$ cat src/rtl/pc_pkg.sv
// Shared constants, depth-counter sizing and command priority encoding for
// the program-counter sequencer.
package pc_pkg;

  localparam int PC_ADDR_WIDTH  = 8;
  localparam int PC_STACK_DEPTH = 4;
  localparam int PC_OFFS_WIDTH  = 8;

  // Bits needed to count 0..depth inclusive, so "full" is representable.
  function automatic int depth_cnt_width(input int depth);
    return $clog2(depth + 1);
  endfunction

  // Commands in ascending priority; exactly one acts per cycle.
  typedef enum logic [2:0] {
    CMD_HOLD,
    CMD_INC,
    CMD_REL,
    CMD_LOAD,
    CMD_RET,
    CMD_CALL,
    CMD_CLR,
    CMD_RST
  } pc_cmd_e;

endpackage

$ cat src/rtl/pc_ret_stack.sv
// Return-address LIFO. Push and pop are ignored when full/empty respectively;
// entries above the current depth are stale and never read by the owner.
module pc_ret_stack
  import pc_pkg::*;
#(
  parameter int DATA_WIDTH = PC_ADDR_WIDTH,
  parameter int DEPTH      = PC_STACK_DEPTH
) (
  input  logic                  clk,
  input  logic                  clr,
  input  logic                  push,
  input  logic                  pop,
  input  logic [DATA_WIDTH-1:0] din,
  output logic [DATA_WIDTH-1:0] top,
  output logic                  full,
  output logic                  empty
);

  localparam int CW = depth_cnt_width(DEPTH);
  localparam int IW = (DEPTH > 1) ? $clog2(DEPTH) : 1;

  logic [CW-1:0]         depth;
  logic [IW-1:0]         wr_ptr;
  logic [IW-1:0]         top_ptr;
  logic [DATA_WIDTH-1:0] mem [1 << IW];

  assign wr_ptr  = IW'(depth);
  assign top_ptr = IW'(depth - CW'(1));
  assign top     = mem[top_ptr];
  assign full    = (depth == CW'(DEPTH));
  assign empty   = (depth == '0);

  // Depth counter; a push wins over a pop if both ever arrive together.
  always_ff @(posedge clk) begin
    if (clr)
      depth <= '0;
    else if (push && !full)
      depth <= depth + CW'(1);
    else if (pop && !empty)
      depth <= depth - CW'(1);
  end

  // Storage write; no reset needed since stale slots are never observed.
  always_ff @(posedge clk) begin
    if (push && !full && !clr)
      mem[wr_ptr] <= din;
  end

endmodule

$ cat src/rtl/pc_sequencer.sv
// Program counter with absolute/relative branching and a call/return stack.
// Commands are resolved by fixed priority; only the winning command acts.
module pc_sequencer
  import pc_pkg::*;
#(
  parameter int                    ADDR_WIDTH   = PC_ADDR_WIDTH,
  parameter int                    STACK_DEPTH  = PC_STACK_DEPTH,
  parameter int                    OFFS_WIDTH   = PC_OFFS_WIDTH,
  parameter logic [ADDR_WIDTH-1:0] RESET_VECTOR = '0
) (
  input  logic                  Clk,
  input  logic                  Rst,
  input  logic                  PC_Clr,
  input  logic                  PC_Load,
  input  logic                  PC_Inc,
  input  logic                  PC_Rel,
  input  logic                  PC_Call,
  input  logic                  PC_Ret,
  input  logic [ADDR_WIDTH-1:0] Dest_Reg,
  input  logic [OFFS_WIDTH-1:0] Offset,
  output logic [ADDR_WIDTH-1:0] PC_Out,
  output logic                  Stack_Full,
  output logic                  Stack_Empty,
  output logic                  Stack_Err
);

  pc_cmd_e               cmd;
  logic [ADDR_WIDTH-1:0] pc_q, pc_nxt;
  logic [ADDR_WIDTH-1:0] offs_ext, ret_addr, stack_top;
  logic                  err_q, err_nxt;
  logic                  push, pop, stack_clr;

  assign offs_ext    = ADDR_WIDTH'($signed(Offset));
  assign ret_addr    = pc_q + ADDR_WIDTH'(1);
  assign PC_Out      = pc_q;
  assign Stack_Err   = err_q;

  // Priority decode of the command inputs.
  always_comb begin
    cmd = CMD_HOLD;
    if (Rst)          cmd = CMD_RST;
    else if (PC_Clr)  cmd = CMD_CLR;
    else if (PC_Call) cmd = CMD_CALL;
    else if (PC_Ret)  cmd = CMD_RET;
    else if (PC_Load) cmd = CMD_LOAD;
    else if (PC_Rel)  cmd = CMD_REL;
    else if (PC_Inc)  cmd = CMD_INC;
  end

  // Next PC, error flag and stack controls for the winning command.
  always_comb begin
    pc_nxt    = pc_q;
    err_nxt   = err_q;
    push      = 1'b0;
    pop       = 1'b0;
    stack_clr = 1'b0;
    case (cmd)
      CMD_RST: begin
        pc_nxt    = RESET_VECTOR;
        err_nxt   = 1'b0;
        stack_clr = 1'b1;
      end
      CMD_CLR: begin
        pc_nxt    = '0;
        err_nxt   = 1'b0;
        stack_clr = 1'b1;
      end
      CMD_CALL: begin
        if (Stack_Full) begin
          err_nxt = 1'b1;
        end else begin
          push   = 1'b1;
          pc_nxt = Dest_Reg;
        end
      end
      CMD_RET: begin
        if (Stack_Empty) begin
          err_nxt = 1'b1;
        end else begin
          pop    = 1'b1;
          pc_nxt = stack_top;
        end
      end
      CMD_LOAD: pc_nxt = Dest_Reg;
      CMD_REL:  pc_nxt = pc_q + offs_ext;
      CMD_INC:  pc_nxt = pc_q + ADDR_WIDTH'(1);
      default:  ;
    endcase
  end

  // PC and sticky error registers.
  always_ff @(posedge Clk) begin
    if (Rst) begin
      pc_q  <= RESET_VECTOR;
      err_q <= 1'b0;
    end else begin
      pc_q  <= pc_nxt;
      err_q <= err_nxt;
    end
  end

  pc_ret_stack #(
    .DATA_WIDTH (ADDR_WIDTH),
    .DEPTH      (STACK_DEPTH)
  ) u_ret_stack (
    .clk   (Clk),
    .clr   (stack_clr),
    .push  (push),
    .pop   (pop),
    .din   (ret_addr),
    .top   (stack_top),
    .full  (Stack_Full),
    .empty (Stack_Empty)
  );

endmodule
$ cat config.mk
export PLATFORM = sky130hd
export DESIGN_NAME = pc_sequencer
export DESIGN_NICKNAME = d
export VERILOG_FILES = /design/src/rtl/pc_pkg.sv /design/src/rtl/pc_ret_stack.sv /design/src/rtl/pc_sequencer.sv
export SDC_FILE = /design/constraint.sdc
export NUM_CORES = 1
export LEC_CHECK = 0
export CAP_MARGIN = 25
export CELL_PAD_IN_SITES_DETAIL_PLACEMENT = 2
export CELL_PAD_IN_SITES_GLOBAL_PLACEMENT = 2
export CORE_MARGIN = 2
export CORE_UTILIZATION = 39
export CTS_CLUSTER_SIZE = 8
export DETAILED_ROUTE_END_ITERATION = 16
export PLACE_DENSITY_LB_ADDON = 0.15
export SLEW_MARGIN = 20
export SYNTH_ARGS = -nofsm -noshare
export SYNTH_HDL_FRONTEND = slang
export SYNTH_SLANG_ARGS = --single-unit
$ cat constraint.sdc
create_clock -name Clk -period 3.87 [get_ports Clk]
set_input_delay 0.5805 -clock Clk [delete_from_list [all_inputs] [get_ports Clk]]
set_output_delay 0.5805 -clock Clk [all_outputs]
set_load 0.02 [all_outputs]
---- Word-level counts from Yosys, hierarchy flattened ----
Memory sizes are Yosys's and may differ from the RTL's.
Cells that the tools add are included.
storage, ports and cells
  logic and storage cells ................. 55
  output and inout port bits .............. 11
  bits of input ports ..................... 24
  memories ................................ 1
  bits in read-only memories .............. 0
  register bits ........................... 12
  latch bits .............................. 0
  bits in writable memories ............... 32
cells by class
  bitwise logic cells ..................... 0
  order comparisons ....................... 0
  multiply operators ...................... 0
  reduce and logical (&&, ||, !) cells .... 13
  div/mod/pow operators ................... 0
  multiplexer cells ....................... 22
  shift operators ......................... 0
  equal/unequal tests ..................... 12
  $add $sub $neg .......................... 4
memories
  name             depth  width  rd ports  clocked after Yosys merged registers in  write ports  RTL line            RTL
  u_ret_stack.mem  4      8      1         0                                        1            pc_ret_stack.sv:25  logic [DATA_WIDTH-1:0] mem [1 << IW];
operators by type and width
  kind                                                                      number
  8-bit case mux with 6 select lines                                        1
  3-bit 2-to-1 mux                                                          6
  8-bit 2-to-1 mux                                                          2
  3-bit equality test (second input constant)                               5
  1-bit 2-to-1 mux                                                          10
  8-bit by 1-bit adder with 8-bit output (second input constant)            1
  8-bit adder                                                               1
  3-bit by 2-bit equality test with 1-bit output (second input constant)    2
  3-bit AND reduction                                                       2
  6-bit nonzero test                                                        1
  2-bit 2-to-1 mux                                                          2
  2-bit by 1-bit inequality test with 1-bit output (second input constant)  2
  2-bit inequality test (second input constant)                             2
  3-bit by 1-bit adder with 3-bit output (second input constant)            1
  3-bit by 1-bit equality test with 1-bit output (second input constant)    1
  1-bit logical AND                                                         3
  1-bit zero test                                                           3
  3-bit zero test                                                           1
  1-bit case mux with 3 select lines                                        1
  3-bit nonzero test                                                        1
  3-bit by 1-bit subtractor with 3-bit output (second input constant)       1
  2-bit nonzero test                                                        1
  2-bit OR reduction                                                        1

---- Longest topological paths before layout ----
Gate-level depths: netlist (run 1).
  depth after elaboration ................. 14
  mapped depth ............................ 10
  gate-level depth less buffers ........... 8

---- Hierarchy ----
Synthesis (run 1) repeated with hierarchy kept, for this count alone.
unflattened totals
  cells, all modules ...................... 201
  area total of the unflattened synthesis .. 2,421.1 µm²
modules (own cells, without submodules)
  module        seq. area each (µm²)  cells an instance  instances  area each (µm²)
  pc_ret_stack  1,021.0               75                 1          1,433.9
  pc_sequencer  180.2                 126                1          987.2

---- Worst setup path after synthesis (run 1) ----
No wires, ideal clock.
  path kind ............................... register to register
  from .................................... reg u_ret_stack.depth[0]
  to ...................................... reg pc_q[4] (netlist: PC_Out[4])
  library setup time ...................... 0.129 ns
  buffers on the path ..................... 2
  data required time ...................... 3.741 ns
  clock period less this slack ............ 2.119 ns
  stages on the path, launching flop included .. 9
  arrival time ............................ 1.989 ns
  setup slack ............................. 1.751 ns
  cell sequence ........................... dfxtp_1 buf_6 inv_1 ha_1 clkbuf_1 mux4_2 and2_1 a221oi_1 a31oi_1
on the way
  word-level cells in the longest chain between the ends .. 4
  elaborated cells between the ends (all ways) .. 9
  those cells by class .................... add/sub (1); eq/ne (3); mux (2); reduce/logical (2); memory (1)
RTL lines
  what                                         RTL line            RTL
  start: declaration                           pc_ret_stack.sv:22  logic [CW-1:0] depth;
  start signal: assignment                     pc_ret_stack.sv:38  depth <= depth + CW'(1);
  start signal: assignment                     pc_ret_stack.sv:40  depth <= depth - CW'(1);
  3-bit by 1-bit subtractor with 3-bit output  n/a
  memory read 4 x 8 bit                        n/a
  8-bit 2-to-1 mux                             pc_sequencer.sv:77  if (Stack_Empty) begin
  8-bit case mux with 6 select lines           pc_sequencer.sv:57  case (cmd)
  end signal: assignment                       pc_sequencer.sv:97  pc_q <= pc_nxt;
  end: declaration                             pc_sequencer.sv:28  logic [ADDR_WIDTH-1:0] pc_q, pc_nxt;
Several ways; a longest one is shown, not always the timed one. The select of a mux whose other input is x is not followed.
A chain may end at the register's enable or synchronous reset.

---- Final worst setup path (run 1) ----
  from .................................... reg u_ret_stack.depth[1]
  to ...................................... out Stack_Empty
on the way
  word-level cells in the longest chain between the ends .. 1
RTL lines
  what              RTL line            RTL
  3-bit zero test   pc_ret_stack.sv:31  assign empty = (depth == '0);
  end: declaration  pc_sequencer.sv:23  output logic Stack_Empty,
No other way between the ends.

==> results of run 1 <==
worst max-delay path, stage by stage (launching register included):
cell	delay, ns
dfxtp_1	0.34
inv_1	0.13
ha_1	0.25
nor2b_1	0.32
clkdlybuf4s50_1	0.67
kinds of logic (layout without fill, tap and decap cells):
group	Yosys count	after routing	share of synthesized area, %
AO/OA/AOI/OAI	47	47	13.59
XOR/XNOR	11	11	4.008
buffers and inverters	15	52	3.540
flip-flops	44	44	49.97
multiplexers	9	9	7.912
AND/OR/NAND/NOR	56	56	13.38
adder cells (fa/ha/maj)	14	14	7.600
worst paths after layout:
path	start	slack, ns	to	cells past startpoint
max	u_ret_stack.depth[1]	1.28	Stack_Empty	4
min	PC_Out[7]	0.58	PC_Out[7]	2
min reg2reg	PC_Out[7]	0.58	PC_Out[7]	2
max reg2reg	u_ret_stack.depth[1]	1.56	PC_Out[4]	6
state kept, by name, summed over array words and instances (netlist names):
name               flops
u_ret_stack.mem       32
Stack_Err              1
PC_Out                 8
u_ret_stack.depth      3
routing by layer:
| metal | track usage, % | wire length [um] |
|---|---|---|
| met1 | 28.03 | 3104 |
| met2 | 43.71 | 3985 |
| met3 | 3.913 | 298 |
| met4 | 7.869 | 167 |
| met5 | 0 | 0 |
layout by cell type, fill, tap and decap left out, types with 2 or more instances in the layout:
| cell | count |
|---|---|
| clkdlybuf4s50_1 | 34 |
| edfxtp_1 | 32 |
| nor2_1 | 14 |
| ha_1 | 13 |
| dfxtp_1 | 12 |
| nand2_1 | 12 |
| a21oi_1 | 10 |
| inv_1 | 8 |
| mux4_2 | 8 |
| xnor2_1 | 7 |
| o21ai_1 | 6 |
| nand3_1 | 5 |
| and2_1 | 5 |
| o21ai_0 | 5 |
| clkbuf_8 | 5 |
| and3_1 | 4 |
| xor2_1 | 4 |
| a22oi_1 | 4 |
| or2_2 | 3 |
| a31oi_1 | 3 |
| nor2b_1 | 2 |
| nand2b_1 | 2 |
| o311a_1 | 2 |
| a32oi_1 | 2 |
| a211o_1 | 2 |
| a221oi_1 | 2 |
| or3_1 | 2 |
| clkinvlp_4 | 2 |
| buf_4 | 2 |
area by class of cell:
class / count / area [um2] / area share (%)
flip-flops and latches: 44 / 1201 / 41.63
inverters: 8 / 30.03 / 1.041
clock inverters: 3 / 18.77 / 0.6505
well taps: 75 / 93.84 / 3.252
repair buffers: 36 / 355.3 / 12.32
multi-input cells: 137 / 1117 / 38.72
clock buffers: 5 / 68.82 / 2.385
power by group through the flow:
stage	Sequential [W]	Combinational [W]	Clock, W
after floorplan	0.000535	0.0000784	0
after global placement	0.000532	0.000137	0
after detailed placement	0.000533	0.000147	0
after CTS	0.000523	0.000149	0.000298
after global routing	0.000524	0.000160	0.000317
final	0.000523	0.000148	0.000292
per-stage QoR:
stage	hold slack, ns	worst slack [ns]
global route	0.5939	1.171
detailed placement	0.5717	1.171
CTS	0.5824	1.248
global placement	0.4670	1.279
floorplan	0.5549	1.751
finish	0.5785	1.284
==> flow_summary.json, run 1 <==
{
  "status": "completed",
  "drv_cap": 0,
  "slew_viol_final": 0,
  "yosysSeqAreaShare_pct": 49.97,
  "finClkSkew_ns": 0.009894,
  "synth_nets": 234,
  "yosys_warnings": 0,
  "synth_flop_cell": "edfxtp_1",
  "clk_latency_ns": 0.30,
  "drive_gt1_share_pct": 10.73,
  "synth_edf_count": 32,
  "synth_cell_type_count": 49,
  "antenna_found_initial": 0,
  "syn_to_final_growth_pct": 20.04,
  "cts-resized-gates": 0,
  "fin_cells": 308,
  "finalSetupViolations": 0,
  "combPwrFrac_pct": 15.4,
  "dieArea_um2": 6807,
  "synth_area_per_cell_um2": 12.26,
  "dr.pass1.iters": 4,
  "nNetsFinal": 270,
  "leakagePower_nw": 0.9824,
  "wl_per_cell_um": 24.54,
  "core_um2": 5956,
  "clkPwrFrac_pct": 30.3,
  "clkTransAtPathRegs_ns": 0.09,
  "vias": 1831,
  "cp.arrival_ns": 2.01,
  "worstSetupEndpointType": "output port",
  "rsz0062_at_grt": "false",
  "power.density_nw_per_um2": 333.7,
  "worstPathRequired_ns": 3.29,
  "yosysMostFrequentCell": "edfxtp_1",
  "drt_iter0_drc": 132,
  "drt_wl_total_um": 7557,
  "initial_core_util_pct": 40.36,
  "ys_seq_elements": 44,
  "tightest_slew_ns": 0.6250,
  "synth.cell_area_um2": 2404,
  "power.internal_w": 0.0007067,
  "fill_cells": 612,
  "setup_tns_ns": 0,
  "synthArstFlopShare_pct": 0,
  "switching_power_w": 0.0002561,
  "hold_viol": 0,
  "design_area_um2": 2885,
  "cp-start-kind": "register",
  "slew_headroom_pct": 58.16,
  "diodes": 0,
  "cts_inserted_buffers": 5,
  "ant_nets": 0,
  "dp.cells": 300,
  "clock_sinks": 44,
  "grt_max_degree": 16,
  "grtUsageTotal_pct": 23.77,
  "grt_pass1_wl_um": 11450,
  "yosys.area.top_type": "edfxtp_1",
  "worstPathMaxFanout": 4,
  "fp.dieH_um": 82.51,
  "post-cts-setup-buffers": 0,
  "p_total_w": 0.0009628,
  "cts-root-buf": "clkbuf_8",
  "synth.top_cell.area_share_pct": 39.98,
  "fin_crit_ns": 2.586,
  "synth_cells": 196,
  "portBuffers": 34,
  "cts_tree": "yes",
  "rows": 28,
  "ys_top_cells_by_count": "edfxtp_1, nor2_1, ha_1",
  "pin_count": 35,
  "pwr-share-seq_pct": 54.3,
  "synth_area_leaders": "edfxtp_1, dfxtp_1, mux4_2",
  "grt_pass1_vias": 2053,
  "cts_max_level": 2,
  "hold_class": "register to register",
  "swShare_pct": 26.60,
  "finalCritPeriodShare_pct": 66.82,
  "dieWidth_um": 82.51,
  "clk_path_buf_depth": 2,
  "drc": 0,
  "worstSetupPathType": "register to output port",
  "dpl.hpwl_um": 5711,
  "vdd_drop_max_uv": 161.9,
  "max_freq_mhz": 386.7,
  "cts_hold_buf": 0,
  "dpl_cell_area_um2": 2798,
  "finalWeightedCongestion": 0.8168,
  "grt-ovfl-total": 0,
  "viasPerCell": 5.945,
  "post-route-util_pct": 48.45
}
(Power assumes the default switching activity.)
==> run 2: changes to the inputs <==
Settings changed: CORE_UTILIZATION 39 to 33.
Clock period 3.87 ns to 2.31 ns, I/O delays scaled along.
==> flow_summary.json, run 2 (synthesis results as in run 1) <==
{
  "crit_slowest_cell": "clkdlybuf4s50_1",
  "layout_commonest_cell": "clkdlybuf4s50_1",
  "cts_tree": "yes",
  "viasPerCell": 5.173,
  "finalSetupViolations": 0,
  "worstSetupEndpointType": "register",
  "slew_headroom_pct": 61.48,
  "reg2regPathDepth": 7,
  "grtUsageTotal_pct": 18.20,
  "critPathBufInv": 2,
  "drc": 0,
  "cp.arrival_ns": 2.40,
  "fin_crit_ns": 2.167,
  "dpl_cell_area_um2": 2940,
  "rrSetupSlack_ns": 0.24,
  "fp.dieH_um": 89.35,
  "max_freq_mhz": 461.5,
  "cp-start-kind": "input port",
  "core_um2": 7137,
  "worstPathMaxFanout": 2,
  "cts_hold_buf": 0,
  "fill_cells": 748,
  "clk_latency_ns": 0.30,
  "drive_gt1_share_pct": 14.40,
  "mostFrequentLayoutCells": "clkdlybuf4s50_1, edfxtp_1, nor2_1, ha_1",
  "grt-ovfl-total": 0,
  "worstHoldStart": "Stack_Err",
  "r2r_end": "PC_Out[6]",
  "r2r_start": "u_ret_stack.depth[1]",
  "rsz0062_at_grt": "false",
  "diodes": 0,
  "initial_core_util_pct": 33.68,
  "hold_viol": 0,
  "tightest_slew_ns": 0.5778,
  "drt_iter0_drc": 70,
  "clkTransAtPathRegs_ns": 0.09,
  "finalCritPeriodShare_pct": 93.80,
  "wl_per_cell_um": 19.68,
  "post-route-util_pct": 42.48,
  "power.density_nw_per_um2": 533.5,
  "pin_count": 35,
  "dp.cells": 334,
  "cpPeakStageDelay_ns": 0.47,
  "nNetsFinal": 280,
  "crit_top_cell": "a21oi_1",
  "design_area_um2": 3032,
  "antenna_found_initial": 0,
  "grt_pass1_vias": 1904,
  "crit_family": "compound AO/OA/AOI/OAI gates",
  "post-cts-setup-buffers": 0,
  "dpl.hpwl_um": 5114,
  "dieWidth_um": 89.35,
  "grt_max_degree": 16,
  "worstSetupPathType": "input port to register",
  "hold_class": "register to register",
  "fin_cells": 342,
  "clock_sinks": 44,
  "drt_wl_total_um": 6730,
  "grt_pass1_wl_um": 10570,
  "largest_register_ffs": 32,
  "portBuffers": 34,
  "ant_nets": 0,
  "clk_path_buf_depth": 2,
  "slew_viol_final": 0,
  "syn_to_final_growth_pct": 26.13,
  "dr.pass1.iters": 4,
  "vias": 1769,
  "crit_chain": "clkdlybuf4s50_1 -> ha_1 -> inv_1 -> fa_1 -> nand2b_1 -> a21oi_1 -> o22ai_1 -> o311a_1 -> a21oi_1",
  "cts-root-buf": "clkbuf_8",
  "rows": 31,
  "leakagePower_nw": 1.049,
  "hold_end": "Stack_Err",
  "cts_inserted_buffers": 5,
  "dieArea_um2": 7983,
  "worstPathRequired_ns": 2.54,
  "finalWeightedCongestion": 0.8462,
  "top_register": "u_ret_stack.mem",
  "setup_ws_ns": 0.1431,
  "drv_cap": 0,
  "status": "completed",
  "cts_max_level": 2,
  "finClkSkew_ns": 0.007456,
  "vdd_drop_max_uv": 317.7,
  "place_ws_ns": -0.1663,
  "min_path_cells": 2
}
==> run 2: cell types whose count changed in the layout (fill, tap and decap cells not counted) <==
| cell | change |
|---|---|
| buf_4 | +7 |
| clkinvlp_4 | -1 |
| clkdlybuf4s50_1 | -1 |
| dlymetal6s2s_1 | +1 |
| clkinv_4 | +1 |
| buf_12 | +3 |
| clkbuf_1 | +1 |
| clkinv_1 | -1 |
==> run 2: layout make-up <==
class	instances	area (um2)	area share, %
inverter	8	30.03	0.9905
timing repair buffer	46	470.5	15.52
tap	99	123.9	4.086
clock inverter	2	16.27	0.5365
multi-input combinational	137	1117	36.86
clock buffer	6	72.57	2.394
sequential	44	1201	39.62
==> run 2: how the worst max path moves through the flow <==
stage | from | end | slack [ns] | cells past startpoint
2_1_floorplan | u_ret_stack.depth[0] | PC_Out[4] | 0.19 | 8
3_3_place_gp | Offset[0] | PC_Out[6] | -0.05 | 9
3_5_place_dp | Offset[0] | PC_Out[6] | -0.17 | 9
4_1_cts | u_ret_stack.depth[1] | Stack_Empty | 0.0002 | 4
5_1_grt | Offset[0] | PC_Out[6] | 0.01 | 9
6_report | Offset[0] | PC_Out[6] | 0.14 | 9
==> run 2: layer usage <==
layer	routed length [um]	part of all wire, %	vias up	GRT usage [%]
met3	188	2.8	5	2.308
met1	2857	42	901	23.01
met4	35	0.52	0	4.478
met2	3649	54	27	32.93
li1	-	-	836	-
met5	0	0	-	0
==> run 2: worst reg2reg max path, delay by kind of cell, from the launching register on <==
kind	cells	cell delay [ns]
AOI/OAI and AO/OA	3	0.50
adders and majority gates	1	0.49
DFF	1	0.36
buffers and inverters	2	0.31
muxes	1	0.29
==> run 2: timing repair <==
item | CTS | global route
setup endpoints to repair | 0 | 1
resized for setup | 0 | 1
hold endpoints to repair | 0 | 0
==> run 2: power by group <==
part           internal [W]  switching, W  leakage (nW)
clock              0.000216      0.000280        0.0414
combinational      0.000123      0.000130         0.621
sequential         0.000859     0.0000109         0.387
total               0.00120      0.000420          1.05
==> run 2: through the flow <==
step	TNS, ns	hold WS (ns)	total power [W]
after floorplan	0	0.5410	0.001027
after global placement	-0.05368	0.4527	0.001128
after detailed placement	-0.2373	0.4712	0.001142
after CTS	0	0.4929	0.001642
after global routing	0	0.5288	0.001693
final	0	0.4849	0.001617
==> edit 1 (settings of run 2) <==
Set the package constant `PC_ADDR_WIDTH` to 9 (it was 8).
--- a/src/rtl/pc_pkg.sv
+++ b/src/rtl/pc_pkg.sv
@@ -2,7 +2,7 @@
 // the program-counter sequencer.
 package pc_pkg;
 
-  localparam int PC_ADDR_WIDTH  = 8;
+  localparam int PC_ADDR_WIDTH  = 9;
   localparam int PC_STACK_DEPTH = 4;
   localparam int PC_OFFS_WIDTH  = 8;
 
Interface: changed (resized Dest_Reg and PC_Out); port bits go from 35 to 37. The function was not compared with the original's and may differ.
==> edit 1 against run 2 <==
  * Sequential cell count rose by 5
  * Worst setup slack got worse by 0.046 ns
  * Synthesized area rose by 8.0%
  * Total power rose by 5.5%
  * Register-to-register slack got worse by 0.14 ns
  * Routed wire length rose by 2.8%
  * Critical endpoint is now PC_Out[8]$_SDFFE_PP0P_
  * Final area rose by 11%
  * Highest routed layer unchanged
  * Sequential share of layout area rose by 0.37 points
==> edit 1: results (changes against run 2) <==
status finished, final reports clean (unchanged); Crit Path Class reg2reg (was in2reg); Layout Nets 305 (was 280); maximum vdd drop 0.277 mV (was 0.318 mV); FF-to-FF path depth 8 (was 7); first-pass GRT wire length 11200 um (was 10600 um); Largest register FFs 36 (was 32); Overall Global Routing Usage 17.2% (was 18.2%); synth cell count leaders edfxtp_1 (36), ha_1 (14), dfxtp_1 (13) (was edfxtp_1 (32), nor2_1 (14), ha_1 (13)); Vias 1908 (was 1769); largest cells by area after synthesis edfxtp_1 (42%), dfxtp_1 (10%), mux4_1 (8.1%) (was edfxtp_1 (40%), dfxtp_1 (10%), mux4_2 (7.5%)); Syn Nets 243 (was 234); Critical Path Slowest Stage Cell dfxtp_2 (was clkdlybuf4s50_1); Netlist cell types 48 (was 49); Final Hold Slack 0.478 ns (was 0.485 ns); PortBufs 36 (was 34); EDFF count, synth 36 (was 32); R2R setup slack 0.1 ns (was 0.24 ns); post-synthesis compound-gate area fraction 13.5% (was 13.6%); vias in the first global route 2144 (was 1904); critical path startpoint PC_Out[0]$_SDFFE_PP0P_ (was Offset[0]); Setup Slack @ Placement -0.499 ns (was -0.166 ns); cell count after placement 356 (was 334); Via density 5.18 (was 5.17); largest net degree at the start of global routing 19 (was 16); xor and xnor area share after synthesis 5.40% (was 4.01%); CP max stage delay 0.35 ns (was 0.47 ns); Initial Utilization 33.8% (was 33.7%); Synth Area in Adders 7.52% (was 7.60%); layout cells sized above 1 15.4% (was 14.4%)
-- edit 1: power by group through the flow --
stage	combinational [mW]	clock (mW)	sequential (mW)
6_report	0.205	0.547	0.955
3_5_place_dp	0.203	0	0.975
5_1_grt	0.227	0.597	0.956
3_3_place_gp	0.197	0	0.974
4_1_cts	0.207	0.573	0.955
2_1_floorplan	0.0907	0	0.979
-- edit 1: repair_timing --
item / 4_1_cts / 5_1_grt
resized for setup: 3 / 3
pin swaps: 7 / 8
setup buffers: 2 / 2
endpoints found under the setup margin: 1 / 2
-- edit 1: final cells by class --
cell class / instances / area [um2]
Fill cell: 819 / 4330
Clock inverter: 3 / 28.8
Timing Repair Buffer: 61 / 549
Inverter: 7 / 26.3
Sequential cell: 49 / 1340
Tap cell: 102 / 128
Clock buffer: 5 / 68.8
Multi-Input combinational cell: 141 / 1210
-- edit 1: metal layers --
metal | part of all wire, % | track usage, %
met5 | 0 | 0
met4 | 0.87 | 4.41
met3 | 2.2 | 2.69
met2 | 52 | 31.2
met1 | 45 | 21.4
==> edit 2 (config.mk and constraints of run 2) <==
Without the edit above. Make the reset (`Rst`) asynchronous in one clocked block.
--- a/src/rtl/pc_sequencer.sv
+++ b/src/rtl/pc_sequencer.sv
@@ -89,7 +89,7 @@
   end
 
   // PC and sticky error registers.
-  always_ff @(posedge Clk) begin
+  always_ff @(posedge Clk or posedge Rst) begin
     if (Rst) begin
       pc_q  <= RESET_VECTOR;
       err_q <= 1'b0;
Behaviour: differs if Rst is asserted again (counterexample within 4 cycles, from zero or initial values and one cycle with Rst high); with Rst held inactive, the same outputs for 10 cycles.
==> edit 2 against run 2 <==
  * Synthesized area decreased by 0.57%
  * Routed wire length is 1.1% lower
  * Worst setup slack better by 0.054 ns
  * Global-route usage increased by 0.31 points
  * First-iteration DRC count is 44% higher
  * Clock skew increased by 0.0060 ns
  * Sequential cell count unchanged
  * Utilization grew 0.51 points
  * Register-to-register slack gained 0.05 ns
  * Largest power group unchanged
  * Hold slack worse by 0.12 ns
  * Critical endpoint is now PC_Out[7]$_DFFE_PP0P_
  * Total power increased by 1.5%
  * Fmax increased by 2.6%
  * Final area rose by 1.2%
==> edit 2: results (changes against run 2) <==
cell count after placement 339 (was 334); largest cells by area after synthesis edfxtp_1 (40%), dfrtp_1 (9.4%), ha_1 (6.8%) (was edfxtp_1 (40%), dfxtp_1 (10%), mux4_2 (7.5%)); worst skew pair latency 0.30 ns (about the same); CP arrival 2.31 ns (was 2.40 ns); CTS Buf Count 5 (unchanged); CTS root buffer clkbuf_8 (unchanged); EDFF count, synth 32 (unchanged); maximum vdd drop 0.361 mV (was 0.318 mV); PortBufs 34 (unchanged); Largest register FFs 32 (unchanged); CTS clk-pin slew, worst paths 0.10 ns; vias in the first global route 2038 (was 1904); Syn Area/Cell 12.4 um2 (was 12.3 um2); Slew HR 65.0% (was 61.5%); first-pass GRT wire length 10800 um (was 10600 um); Overall Global Routing Usage 18.5% (was 18.2%); H-tree depth 2 (unchanged); Via density 5.18 (was 5.17); post-DR wirelength/cell 19.2 um (was 19.7 um); largest net degree at the start of global routing 17 (was 16); Largest Register u_ret_stack.mem (unchanged); Post-DP Area 0.00297 mm2 (was 0.00294 mm2); status finished, final reports clean (unchanged); Fill cells 755 (was 748); Worst Clk Skew 0.0135 ns (was 0.00746 ns); Final GP Congestion 0.906 (was 0.846); diode count 0 (unchanged); post-DP HPWL 5310 um (was 5110 um); Setup Slack @ Placement -0.136 ns (was -0.166 ns); initial drt markers 101 (was 70); layout cells sized above 1 14.5% (was 14.4%); Total Wirelength 6660 um (was 6730 um); leak pwr 1.15 nW (was 1.05 nW); Layout Nets 285 (was 280); Post-synth ARST share 20.5% (was 0%); Netlist cell types 45 (was 49); CTS Buffer Depth 2 (unchanged); synth cell count leaders edfxtp_1 (32), a21oi_1 (15), ha_1 (13) (was edfxtp_1 (32), nor2_1 (14), ha_1 (13)); Hold Path Class in2async (was reg2reg); Syn Nets 230 (was 234); register area share after synthesis 52.1% (was 50.0%)
## edit 2: where the power goes
part | leakage [nW] | switching, mW | internal, mW | total [mW]
Combinational | 0.664 | 0.130 | 0.127 | 0.258
Clock | 0.0491 | 0.293 | 0.223 | 0.515
Sequential | 0.438 | 0.00895 | 0.860 | 0.869
Total | 1.15 | 0.432 | 1.21 | 1.64
## edit 2: routing by layer
layer	GRT usage, %	routed length [um]	vias to the layer above	share of wire [%]
li1	-	-	846	-
met1	22.9	2780	907	42
met2	33.5	3530	35	53
met3	2.86	258	8	3.9
met4	5.16	91	0	1.4
met5	0	0	-	0
## edit 2: kinds of logic after synthesis
logic type                 Yosys count  synth area share [%]
xor gates and xnor gates            12                  4.40
AOI/OAI and AO/OA                   48                  13.2
DFF                                 44                  52.1
and+or+nand+nor                     48                  10.6
adders and majority gates           14                  7.64
buffers and inverters               17                  3.14
muxes                                9                  8.90
## edit 2: worst paths after layout
path | startpoint | endpoint | slack, ns | depth (start not counted)
max | Offset[1] | PC_Out[7]$_DFFE_PP0P_ | 0.20 | 8
max reg2reg | PC_Out[2]$_DFFE_PP0P_ | PC_Out[7]$_DFFE_PP0P_ | 0.29 | 7
min | Rst | Stack_Err$_DFFE_PP0P_ | 0.37 | 2
min reg2reg | Stack_Err$_DFFE_PP0P_ | Stack_Err$_DFFE_PP0P_ | 0.53 | 2
min in group Clk | Stack_Err$_DFFE_PP0P_ | Stack_Err$_DFFE_PP0P_ | 0.53 | 2
max in group asynchronous | Rst | PC_Out[3]$_DFFE_PP0P_ | 1.67 | 2
## edit 2: area by class of cell
class,instances,share of cell area (%)
clock buffer,5,2.24
sequential,44,40.6
multi-input combinational,131,34.8
timing repair buffer,54,16.1
inverter,11,1.35
clock inverter,3,0.856
tap,99,4.04
## edit 2: worst max-delay path: stages
cell,delay [ns]
clkdlybuf4s50_1,0.43
ha_1,0.30
a21oi_1,0.19
o211ai_1,0.15
o31ai_1,0.32
xnor2_1,0.18
o22ai_1,0.09
a211o_1,0.29
## edit 2: metrics by stage
stage / utilization [%] / total power, mW
floorplan: - / 1.02
global placement: 41.6 / 1.14
detailed placement: 41.6 / 1.15
CTS: 43.0 / 1.67
global route: 43.0 / 1.72
finish: 43.0 / 1.64
## edit 2: repair_timing
| item | 4_1_cts | 5_1_grt |
|---|---|---|
| gates resized for setup | 0 | 1 |
| setup buffers | 0 | 0 |
| endpoints found under the setup margin | 0 | 1 |
